$ cat config.mk
export PLATFORM = sky130hd
export DESIGN_NAME = tcpc_reg_bank
export DESIGN_NICKNAME = d
export VERILOG_FILES = /design/src/rtl/tcpc_regs_pkg.sv /design/src/rtl/tcpc_alert_reg.sv /design/src/rtl/tcpc_reg_bank.sv
export SDC_FILE = /design/constraint.sdc
export NUM_CORES = 1
export LEC_CHECK = 0
export CAP_MARGIN = 5
export CORE_ASPECT_RATIO = 0.5
export CORE_MARGIN = 5
export CORE_UTILIZATION = 45
export DETAILED_ROUTE_END_ITERATION = 8
export GPL_TIMING_DRIVEN = 0
export PLACE_DENSITY = 0.71
export SLEW_MARGIN = 30
export SYNTH_ARGS = -nofsm -noshare
export SYNTH_HDL_FRONTEND = slang
export SYNTH_HIERARCHICAL = 1
export SYNTH_SLANG_ARGS = --single-unit
$ cat constraint.sdc
create_clock -name CLK -period 5.36 [get_ports CLK]
set_clock_uncertainty 0.1 [all_clocks]
set_input_delay 1.072 -clock CLK [delete_from_list [all_inputs] [get_ports CLK]]
set_output_delay 1.072 -clock CLK [all_outputs]
set_load 0.005 [all_outputs]
$ cat src/rtl/tcpc_regs_pkg.sv
// rtl/tcpc_regs_pkg.sv - register map, reset values and FSM encoding for the TCPC register bank
package tcpc_regs_pkg;

    localparam logic [7:0] ADDR_VENDOR_ID  = 8'h00;
    localparam logic [7:0] ADDR_PRODUCT_ID = 8'h02;
    localparam logic [7:0] ADDR_ALERT      = 8'h10;
    localparam logic [7:0] ADDR_ALERT_MASK = 8'h12;
    localparam logic [7:0] ADDR_CC_CONTROL = 8'h1A;
    localparam logic [7:0] ADDR_CC_STATUS  = 8'h1D;
    localparam logic [7:0] ADDR_COMMAND    = 8'h23;
    localparam logic [7:0] ADDR_RX_DETECT  = 8'h2F;

    localparam logic [7:0] CC_CONTROL_RST = 8'h0F;
    localparam logic [7:0] RX_DETECT_RST  = 8'h00;

    typedef enum logic [1:0] {
        ST_IDLE   = 2'd0,
        ST_DECODE = 2'd1,
        ST_ACKING = 2'd2
    } tcpc_state_e;

endpackage

$ cat src/rtl/tcpc_alert_reg.sv
// rtl/tcpc_alert_reg.sv - W1C ALERT register with hardware set, ALERT_MASK and registered ALERT_N
module tcpc_alert_reg #(
    parameter logic [15:0] MASK_RST = 16'h7FFF
) (
    input  logic        clk,
    input  logic        rst_n,
    input  logic [15:0] alert_set,
    input  logic        alert_we,
    input  logic        mask_we,
    input  logic [15:0] wdata,
    output logic [15:0] alert,
    output logic [15:0] alert_mask,
    output logic        alert_n
);

    logic [15:0] alert_q, alert_d;
    logic [15:0] mask_q, mask_d;
    logic        alert_n_q, alert_n_d;
    logic [15:0] clr;

    // Set is OR-ed after the clear so a coincident set pulse survives the W1C.
    always_comb begin
        clr       = alert_we ? wdata : 16'h0000;
        alert_d   = (alert_q & ~clr) | alert_set;
        mask_d    = mask_we ? wdata : mask_q;
        alert_n_d = ~|(alert_d & mask_d);
    end

    always_ff @(posedge clk or negedge rst_n) begin
        if (!rst_n) begin
            alert_q   <= 16'h0000;
            mask_q    <= MASK_RST;
            alert_n_q <= 1'b1;
        end else begin
            alert_q   <= alert_d;
            mask_q    <= mask_d;
            alert_n_q <= alert_n_d;
        end
    end

    assign alert      = alert_q;
    assign alert_mask = mask_q;
    assign alert_n    = alert_n_q;

endmodule

$ cat src/rtl/tcpc_reg_bank.sv
// rtl/tcpc_reg_bank.sv - TCPC control/status register file behind the register-access arbiter
module tcpc_reg_bank
    import tcpc_regs_pkg::*;
#(
    parameter logic [15:0] VENDOR_ID      = 16'h1234,
    parameter logic [15:0] PRODUCT_ID     = 16'h5678,
    parameter logic [15:0] ALERT_MASK_RST = 16'h7FFF
) (
    input  logic        CLK,
    input  logic        RESET_N,
    input  logic        REQUEST,
    input  logic        RWN,
    input  logic [7:0]  ADDR,
    input  logic [15:0] WR_DATA,
    output logic [15:0] RD_DATA,
    output logic        ACK,
    input  logic [15:0] ALERT_SET,
    input  logic [7:0]  CC_STATUS_IN,
    output logic        ALERT_N,
    output logic [7:0]  CC_CONTROL,
    output logic [7:0]  RX_DETECT,
    output logic        CMD_STROBE,
    output logic [7:0]  CMD_CODE
);

    tcpc_state_e state_q, state_d;
    logic [7:0]  addr_q, addr_d;
    logic        rwn_q, rwn_d;
    logic [15:0] wdata_q, wdata_d;
    logic [15:0] rd_data_q, rd_data_d;
    logic        ack_q, ack_d;
    logic [7:0]  cc_control_q, cc_control_d;
    logic [7:0]  rx_detect_q, rx_detect_d;
    logic        cmd_strobe_q, cmd_strobe_d;
    logic [7:0]  cmd_code_q, cmd_code_d;

    logic        alert_we, mask_we;
    logic [15:0] alert, alert_mask;
    logic [15:0] rd_mux;

    tcpc_alert_reg #(.MASK_RST(ALERT_MASK_RST)) u_alert (
        .clk        (CLK),
        .rst_n      (RESET_N),
        .alert_set  (ALERT_SET),
        .alert_we   (alert_we),
        .mask_we    (mask_we),
        .wdata      (wdata_q),
        .alert      (alert),
        .alert_mask (alert_mask),
        .alert_n    (ALERT_N)
    );

    // ALERT is read from the register, so a set pulse in the same cycle is not visible yet.
    always_comb begin
        rd_mux = 16'h0000;
        case (addr_q)
            ADDR_VENDOR_ID:  rd_mux = VENDOR_ID;
            ADDR_PRODUCT_ID: rd_mux = PRODUCT_ID;
            ADDR_ALERT:      rd_mux = alert;
            ADDR_ALERT_MASK: rd_mux = alert_mask;
            ADDR_CC_CONTROL: rd_mux = {8'h00, cc_control_q};
            ADDR_CC_STATUS:  rd_mux = {8'h00, CC_STATUS_IN};
            ADDR_RX_DETECT:  rd_mux = {8'h00, rx_detect_q};
            default:         rd_mux = 16'h0000;
        endcase
    end

    always_comb begin
        state_d      = state_q;
        addr_d       = addr_q;
        rwn_d        = rwn_q;
        wdata_d      = wdata_q;
        rd_data_d    = rd_data_q;
        ack_d        = ack_q;
        cc_control_d = cc_control_q;
        rx_detect_d  = rx_detect_q;
        cmd_code_d   = cmd_code_q;
        cmd_strobe_d = 1'b0;
        alert_we     = 1'b0;
        mask_we      = 1'b0;
        case (state_q)
            ST_IDLE: begin
                if (REQUEST) begin
                    addr_d  = ADDR;
                    rwn_d   = RWN;
                    wdata_d = WR_DATA;
                    state_d = ST_DECODE;
                end
            end
            ST_DECODE: begin
                ack_d   = 1'b1;
                state_d = ST_ACKING;
                if (rwn_q) begin
                    rd_data_d = rd_mux;
                end else begin
                    case (addr_q)
                        ADDR_ALERT:      alert_we = 1'b1;
                        ADDR_ALERT_MASK: mask_we = 1'b1;
                        ADDR_CC_CONTROL: cc_control_d = wdata_q[7:0];
                        ADDR_RX_DETECT:  rx_detect_d = wdata_q[7:0];
                        ADDR_COMMAND: begin
                            cmd_code_d   = wdata_q[7:0];
                            cmd_strobe_d = 1'b1;
                        end
                        default: ;
                    endcase
                end
            end
            ST_ACKING: begin
                if (!REQUEST) begin
                    ack_d     = 1'b0;
                    rd_data_d = 16'h0000;
                    state_d   = ST_IDLE;
                end
            end
            default: state_d = ST_IDLE;
        endcase
    end

    always_ff @(posedge CLK or negedge RESET_N) begin
        if (!RESET_N) begin
            state_q      <= ST_IDLE;
            addr_q       <= 8'h00;
            rwn_q        <= 1'b1;
            wdata_q      <= 16'h0000;
            rd_data_q    <= 16'h0000;
            ack_q        <= 1'b0;
            cc_control_q <= CC_CONTROL_RST;
            rx_detect_q  <= RX_DETECT_RST;
            cmd_strobe_q <= 1'b0;
            cmd_code_q   <= 8'h00;
        end else begin
            state_q      <= state_d;
            addr_q       <= addr_d;
            rwn_q        <= rwn_d;
            wdata_q      <= wdata_d;
            rd_data_q    <= rd_data_d;
            ack_q        <= ack_d;
            cc_control_q <= cc_control_d;
            rx_detect_q  <= rx_detect_d;
            cmd_strobe_q <= cmd_strobe_d;
            cmd_code_q   <= cmd_code_d;
        end
    end

    assign RD_DATA    = rd_data_q;
    assign ACK        = ack_q;
    assign CC_CONTROL = cc_control_q;
    assign RX_DETECT  = rx_detect_q;
    assign CMD_STROBE = cmd_strobe_q;
    assign CMD_CODE   = cmd_code_q;

endmodule

# ---- Yosys cells after proc, flatten, opt, wreduce, memory -nomap -nowiden
# Cells that the tools add are included.
dict set report word_totals {
  ramBits 0
  mem_bits_ro 0
  mem_count 0
  wordCells 62
  latch_bits 0
  input_bits 52
  out_inout_bits 43
  ff_bits 102
}
dict set report classes {
  shifts 0
  n_reduce_logical 12
  muxes 20
  div 0
  order_cmp 0
  add_sub_neg 0
  n_eq_ne 12
  n_bitwise 5
  multipliers 0
}
# operator count
set ops {}
lappend ops {{one-hot mux 16 bit (7 select lines)} 1}
lappend ops {{two-way mux 16 bit} 4}
lappend ops {{AND 16 bit} 2}
lappend ops {{equality test 8 x 5 -> 1 bit, second input constant} 4}
lappend ops {{one-hot mux 16 bit (2 select lines)} 1}
lappend ops {{equality test 8 x 6 -> 1 bit, second input constant} 2}
lappend ops {{NOT 16 bit} 1}
lappend ops {{bitwise OR 16 bit} 1}
lappend ops {{OR reduction 16 bit} 1}
lappend ops {{AND reduction 3 bit} 4}
lappend ops {{two-way mux 1 bit} 10}
lappend ops {{equality test 8 x 2 -> 1 bit, second input constant} 1}
lappend ops {{logical NOT 8 bit} 1}
lappend ops {{inequality test 2 bit, second input constant} 3}
lappend ops {{one-hot mux 2 bit (3 select lines)} 1}
lappend ops {{AND reduction 2 bit} 3}
lappend ops {{two-way mux 2 bit} 2}
lappend ops {{equality test 2 x 1 -> 1 bit, second input constant} 1}
lappend ops {{equality test 2 bit, second input constant} 1}
lappend ops {{logical NOT 2 bit} 1}
lappend ops {{one-hot mux 1 bit (2 select lines)} 1}
lappend ops {{nonzero test 2 bit} 1}
lappend ops {{logical NOT 1 bit} 1}
lappend ops {{NOT 1 bit} 1}

# ---- Longest topological paths before layout
dict set report depth {
  ltp_word 11
  ltp_mapped 10
  ltp_nobuf 7
}

# ---- By module
# The synthesis kept the hierarchy.
# module area_per_inst_um2 cells_per_inst instances seq_area_each_um2
set by_module_without_submodules {}
lappend by_module_without_submodules {tcpc_reg_bank 3224.3 261 1 1732.9}
lappend by_module_without_submodules {tcpc_alert_reg 1443.9 105 1 845.8}

# ---- Worst setup path after synthesis
# OpenSTA, ideal clock, no wires.
dict set report synth_path {
  kind {register -> register}
  startpoint {reg addr_q[3]}
  endpoint {reg u_alert.alert_n_q (netlist: u_alert/alert_n)}
  required_ns 5.170
  period_less_slack_ns 2.602
  setup_time_ns 0.090
  n_path_buf 3
  stages_incl_launch_ff 11
  setup_slack_ns 2.758
  t_arrival_ns 2.412
  cell_sequence {dfrtp_1 -> buf_2 -> nor4b_1 -> and2_1 -> and2_1 -> buf_6 -> buf_12 -> mux2_4 -> o21ai_2 -> nand4_2 -> nor4_2}
}
dict set report synth_between {
  word_cells_on_any_way 16
  classes_between {eq/ne (2); mux (8); bitwise (4); reduce/logical (2)}
}
# item line_no
set synth_lines {}
lappend synth_lines {{from (decl)} tcpc_reg_bank.sv:27} ;# logic [7:0] addr_q, addr_d;
lappend synth_lines {{from (signal assigned)} tcpc_reg_bank.sv:134} ;# addr_q <= addr_d;
lappend synth_lines {{equality test 8 x 5 -> 1 bit} tcpc_reg_bank.sv:96} ;# case (addr_q)
lappend synth_lines {{two-way mux 1 bit} tcpc_reg_bank.sv:96}
lappend synth_lines {{two-way mux 1 bit} tcpc_reg_bank.sv:93} ;# if (rwn_q) begin
lappend synth_lines {{two-way mux 1 bit} tcpc_reg_bank.sv:81} ;# case (state_q)
lappend synth_lines {{via mask_we} tcpc_reg_bank.sv:37} ;# logic alert_we, mask_we;
lappend synth_lines {{two-way mux 16 bit} tcpc_alert_reg.sv:25} ;# mask_d = mask_we ? wdata : mask_q;
lappend synth_lines {{via u_alert.mask_d[11]} tcpc_alert_reg.sv:17} ;# logic [15:0] mask_q, mask_d;
lappend synth_lines {{AND 16 bit} tcpc_alert_reg.sv:26} ;# alert_n_d = ~|(alert_d & mask_d);
lappend synth_lines {{OR reduction 16 bit} tcpc_alert_reg.sv:26}
lappend synth_lines {{logical NOT 1 bit} tcpc_alert_reg.sv:26}
lappend synth_lines {{via u_alert.alert_n_d} tcpc_alert_reg.sv:18} ;# logic alert_n_q, alert_n_d;
lappend synth_lines {{to (signal assigned)} tcpc_alert_reg.sv:37} ;# alert_n_q <= alert_n_d;
lappend synth_lines {{to (decl)} tcpc_alert_reg.sv:18}
# The timed path passes the listed nets, and every way through them passes these cells.
# A chain may end at the register's enable or synchronous reset.

# ---- Worst setup path after layout
dict set report layout_path {
  startpoint {reg addr_q[7]}
  endpoint {reg u_alert.alert_n_q (netlist: u_alert/alert_n)}
}
dict set report layout_between {
  elab_chain_cells 11
  word_cells_on_any_way 16
  classes_between {eq/ne (2); mux (8); bitwise (4); reduce/logical (2)}
}
# item line_no
set layout_lines {}
lappend layout_lines {{equality test 8 x 5 -> 1 bit} tcpc_reg_bank.sv:96}
lappend layout_lines {{two-way mux 1 bit} tcpc_reg_bank.sv:96}
lappend layout_lines {{two-way mux 1 bit} tcpc_reg_bank.sv:93}
lappend layout_lines {{two-way mux 1 bit} tcpc_reg_bank.sv:81}
lappend layout_lines {{via alert_we} tcpc_reg_bank.sv:37}
lappend layout_lines {{two-way mux 16 bit} tcpc_alert_reg.sv:23} ;# clr = alert_we ? wdata : 16'h0000;
lappend layout_lines {{NOT 16 bit} tcpc_alert_reg.sv:24} ;# alert_d = (alert_q & ~clr) | alert_set;
lappend layout_lines {{AND 16 bit} tcpc_alert_reg.sv:24}
lappend layout_lines {{bitwise OR 16 bit} tcpc_alert_reg.sv:24}
lappend layout_lines {{AND 16 bit} tcpc_alert_reg.sv:26}
lappend layout_lines {{OR reduction 16 bit} tcpc_alert_reg.sv:26}
lappend layout_lines {{logical NOT 1 bit} tcpc_alert_reg.sv:26}
lappend layout_lines {{via u_alert.alert_n_d} tcpc_alert_reg.sv:18}
# The timed path passes the listed nets, and every way through them passes these cells.

==> flow_metrics.tcl <==
set metrics [dict create \
    outcome "complete, no violations" \
    finalMaxSlewViolations 0 \
    final_antenna_net_count 0 \
    starting_density 0.4585 \
    port-buffer-count 94 \
    dr_total_vias 3449 \
    grt_pass1_vias 3473 \
    hold_path_class "reg -> reg" \
    synthesis.yosys.warnings 6 \
    path_delay_family "simple AND/OR/NAND/NOR gates" \
    num_rows 26 \
    syn-num-nets 418 \
    htree_num_levels 3 \
    drtPass1Iterations 4 \
    cts_sinks 102 \
    drt-initial-drc-count 237 \
    drv_cap 0 \
    power_leakage_uw 0.002465 \
    yosysUniqueCellTypes 53 \
    synthTopCellsByArea "dfrtp_1 (43%), mux2_2 (14%), dfstp_2 (12%)" \
    fin_crit_ns 3.730 \
    pin_count 95 \
    avgViaCountPerCell 5.590 \
    overflow 0 \
    measured_slew_at_the_worst_slew_check_pin_ns 0.7978 \
    clk_transition_reported_paths_ns 0.07 \
    route.detailed.wl_per_inst_um 20.57 \
    dieHeight_um 82.02 \
    clk_root_buffer_cell "clkbuf_16" \
    gp_congestion 0.8456 \
    timing.critical_path.from_type "flip-flop" \
    nFillCells 826 \
    detailed_place_hpwl_um 9046 \
    post_cts_hold_buffer_count 0 \
    count_of_flip_flops_with_a_built_in_enable_after_synthesis 0 \
    area_of_the_core_mm2 0.01018 \
    final_nets 524 \
    final.setup.tns_ns 0 \
    insertedDiodeCount 0 \
    endpoint_required_time_on_the_critical_path_ns 5.52 \
    global_route_wire_length_before_repair_um 19900 \
    synth.yosys.seq_area_share 0.5524 \
    number_of_cts_inserted_buffers 9 \
    synth.ff_latch_count 102 \
    die_width_um 154.0 \
    syn_to_final_growth_pct 32.70 \
    post_cts.repair.setup_buffers 0 \
    multi_input_area_mm2 0.002004 \
    setup-violations-final 0 \
    dominantRegCellSynth "dfrtp_1" \
    syn-cell-area_mm2 0.004668 \
    syn_avg_cell_area_um2 12.75 \
    worstSkewPairLatency_ns 0.35 \
    setup.worst_path.end_class "flip-flop" \
    seqCellArea_mm2 0.002579 \
    worst_path_max_delay_cell "nor4b_2" \
    drt_drc_violations_left 0 \
    cts_tree "done" \
    cellPowerDensity_mw_per_mm2 417.2 \
    timing.final.crit_share 0.6958 \
    synth_largest_type_area_fraction 0.4342 \
    wirelength_um 12690 \
    grt_usage 0.2081 \
    crit_path_max_fanout 10 \
    clock_tree.buffer_depth 2 \
    cell_taking_the_most_area_after_synthesis "dfrtp_1" \
    arrival_ns 3.88 \
    clock.fmax_mhz 268.1 \
    unrepaired_setup_endpoints_after_global_routing "no" \
    synth_cells 366 \
    peakVddDrop_mv 0.1922 \
    worst_path_largest_cell_delay_ns 0.73 \
    layout-drive-gt1-share 0.2998 \
    number_of_hold_slack_violations_in_the_final_timing_report 0 \
    final-instance-count-excl-fill 617 \
    place.detailed.instances 601 \
    die-area_mm2 0.01263 \
    critical_path.n_buffers_inverters 2 \
    antenna_found_initial 0 \
    critical_path_class "reg -> reg" \
    grt_max_degree 55 \
    cts_resized 0 \
    cp_cell_sequence "nor4b_2 > clkbuf_1 > and4b_1 > clkbuf_2 > a21boi_0 > o21ai_0 > nand4_1 > nor4_2" \
    asyncSetResetFlopFracSynth 1.000 \
    maxSlewHeadroom 0.4681 \
]
final cells by class:
type                       instances  area share
timing repair buffer              95      0.1565
inverter                           2    0.001212
sequential                       102      0.4163
buffer                            17     0.01555
tap                              140     0.02828
clock inverter                     6     0.02161
multi-input combinational        245      0.3236
clock buffer                      10     0.03696
worst paths after layout:
check,startpoint,to,slack (ns),cells after the start
setup / recovery,addr_q[7],u_alert/alert_n,1.63,8
hold / removal,RD_DATA[10],RD_DATA[10],0.38,2
setup reg to reg,addr_q[7],u_alert/alert_n,1.63,8
hold reg to reg,RD_DATA[10],RD_DATA[10],0.38,2
max in group asynchronous,RESET_N,u_alert/alert_mask[13],3.91,2
min in group asynchronous,RESET_N,CMD_CODE[7],0.56,1
flip-flops by register name, summed over array words and instances, names as in the netlist:
name and count:
rwn_q 1, CC_CONTROL 8, wdata_q 16, u_alert/alert_n 1
u_alert/alert_mask 16, u_alert/alert 16, ACK 1, RX_DETECT 8
CMD_CODE 8, state_q 2, CMD_STROBE 1, RD_DATA 16
addr_q 8
power breakdown:
part / internal (uW) / switching, uW
logic: 336 / 367
clock network: 504 / 288
registers: 924 / 166
total: 1760 / 821
through the flow:
step	power, uW	worst slack (ns)	hold WS [ns]	utilization	area (um^2)
2_1_floorplan	1483	2.758	0.3726	-	4668
3_3_place_gp	1764	-0.7417	0.3681	0.5681	5784
3_5_place_dp	1783	1.767	0.3707	0.5709	5813
4_1_cts	2572	1.651	0.3844	0.6065	6176
5_1_grt	2705	1.507	0.4033	0.6084	6195
6_report	2584	1.630	0.3812	0.6084	6195
worst min-delay path: cells and delay by family (launching register included):
| kind | cells | cell delay, ns |
|---|---|---|
| and+or+nand+nor | 1 | 0.05 |
| AOI/OAI and AO/OA | 1 | 0.05 |
| DFF | 1 | 0.34 |
cells in the mapped netlist, types with 4 or more instances:
cell	instances
dfrtp_1	81
mux2_2	59
nand2_1	25
dfstp_2	21
a21boi_0	18
or2_2	16
o21ai_0	13
a22o_1	9
a32oi_1	9
o21ai_1	8
a22oi_1	7
clkbuf_1	7
mux2i_1	7
buf_2	6
mux2_4	6
nor2_1	6
a21oi_1	5
nand3_1	4
nand4_1	4
nor3_1	4
o21ai_2	4
cells by family after synthesis:
| logic type | count (synthesis) | synth area share |
|---|---|---|
| compound gates | 85 | 0.1305 |
| buf+inv | 19 | 0.02225 |
| flops | 102 | 0.5524 |
| mux | 72 | 0.1766 |
| simple gates | 88 | 0.1182 |
metal layers:
metal / global-route usage / routed length (um) / up-vias
li1: - / - / 1585
met1: 0.2940 / 5992 / 1759
met2: 0.3257 / 5814 / 96
met3: 0.05316 / 768 / 9
met4: 0.04846 / 117 / 0
met5: 0 / 0 / -
cell usage in the layout (no fill, tap or decap), types with 2 or more instances in the layout:
| cell | netlist | layout |
|---|---|---|
| a21boi_0 | 18 | 18 |
| a21oi_1 | 5 | 5 |
| a221oi_1 | 3 | 3 |
| a22o_1 | 9 | 9 |
| a22oi_1 | 7 | 7 |
| a32oi_1 | 9 | 9 |
| and2_1 | 3 | 3 |
| and4b_1 | 3 | 3 |
| buf_2 | 6 | 6 |
| buf_6 | 1 | 2 |
| bufinv_16 | 0 | 4 |
| clkbuf_1 | 7 | 8 |
| clkbuf_16 | 0 | 9 |
| clkdlybuf4s50_1 | 0 | 93 |
| dfrtp_1 | 81 | 81 |
| dfstp_2 | 21 | 21 |
| inv_1 | 2 | 2 |
| mux2_2 | 59 | 59 |
| mux2_4 | 6 | 6 |
| mux2i_1 | 7 | 7 |
| nand2_1 | 25 | 25 |
| nand2b_1 | 2 | 2 |
| nand3_1 | 4 | 4 |
| nand4_1 | 4 | 4 |
| nand4b_1 | 3 | 3 |
| nor2_1 | 6 | 6 |
| nor3_1 | 4 | 4 |
| nor3b_1 | 3 | 3 |
| nor4_2 | 1 | 2 |
| nor4b_2 | 1 | 2 |
| o21ai_0 | 13 | 13 |
| o21ai_1 | 8 | 8 |
| o21ai_2 | 4 | 4 |
| o31ai_1 | 2 | 2 |
| or2_2 | 16 | 16 |
| or3_1 | 2 | 2 |
| or4bb_1 | 2 | 2 |
Note: power is estimated with default switching activity, not from simulation.
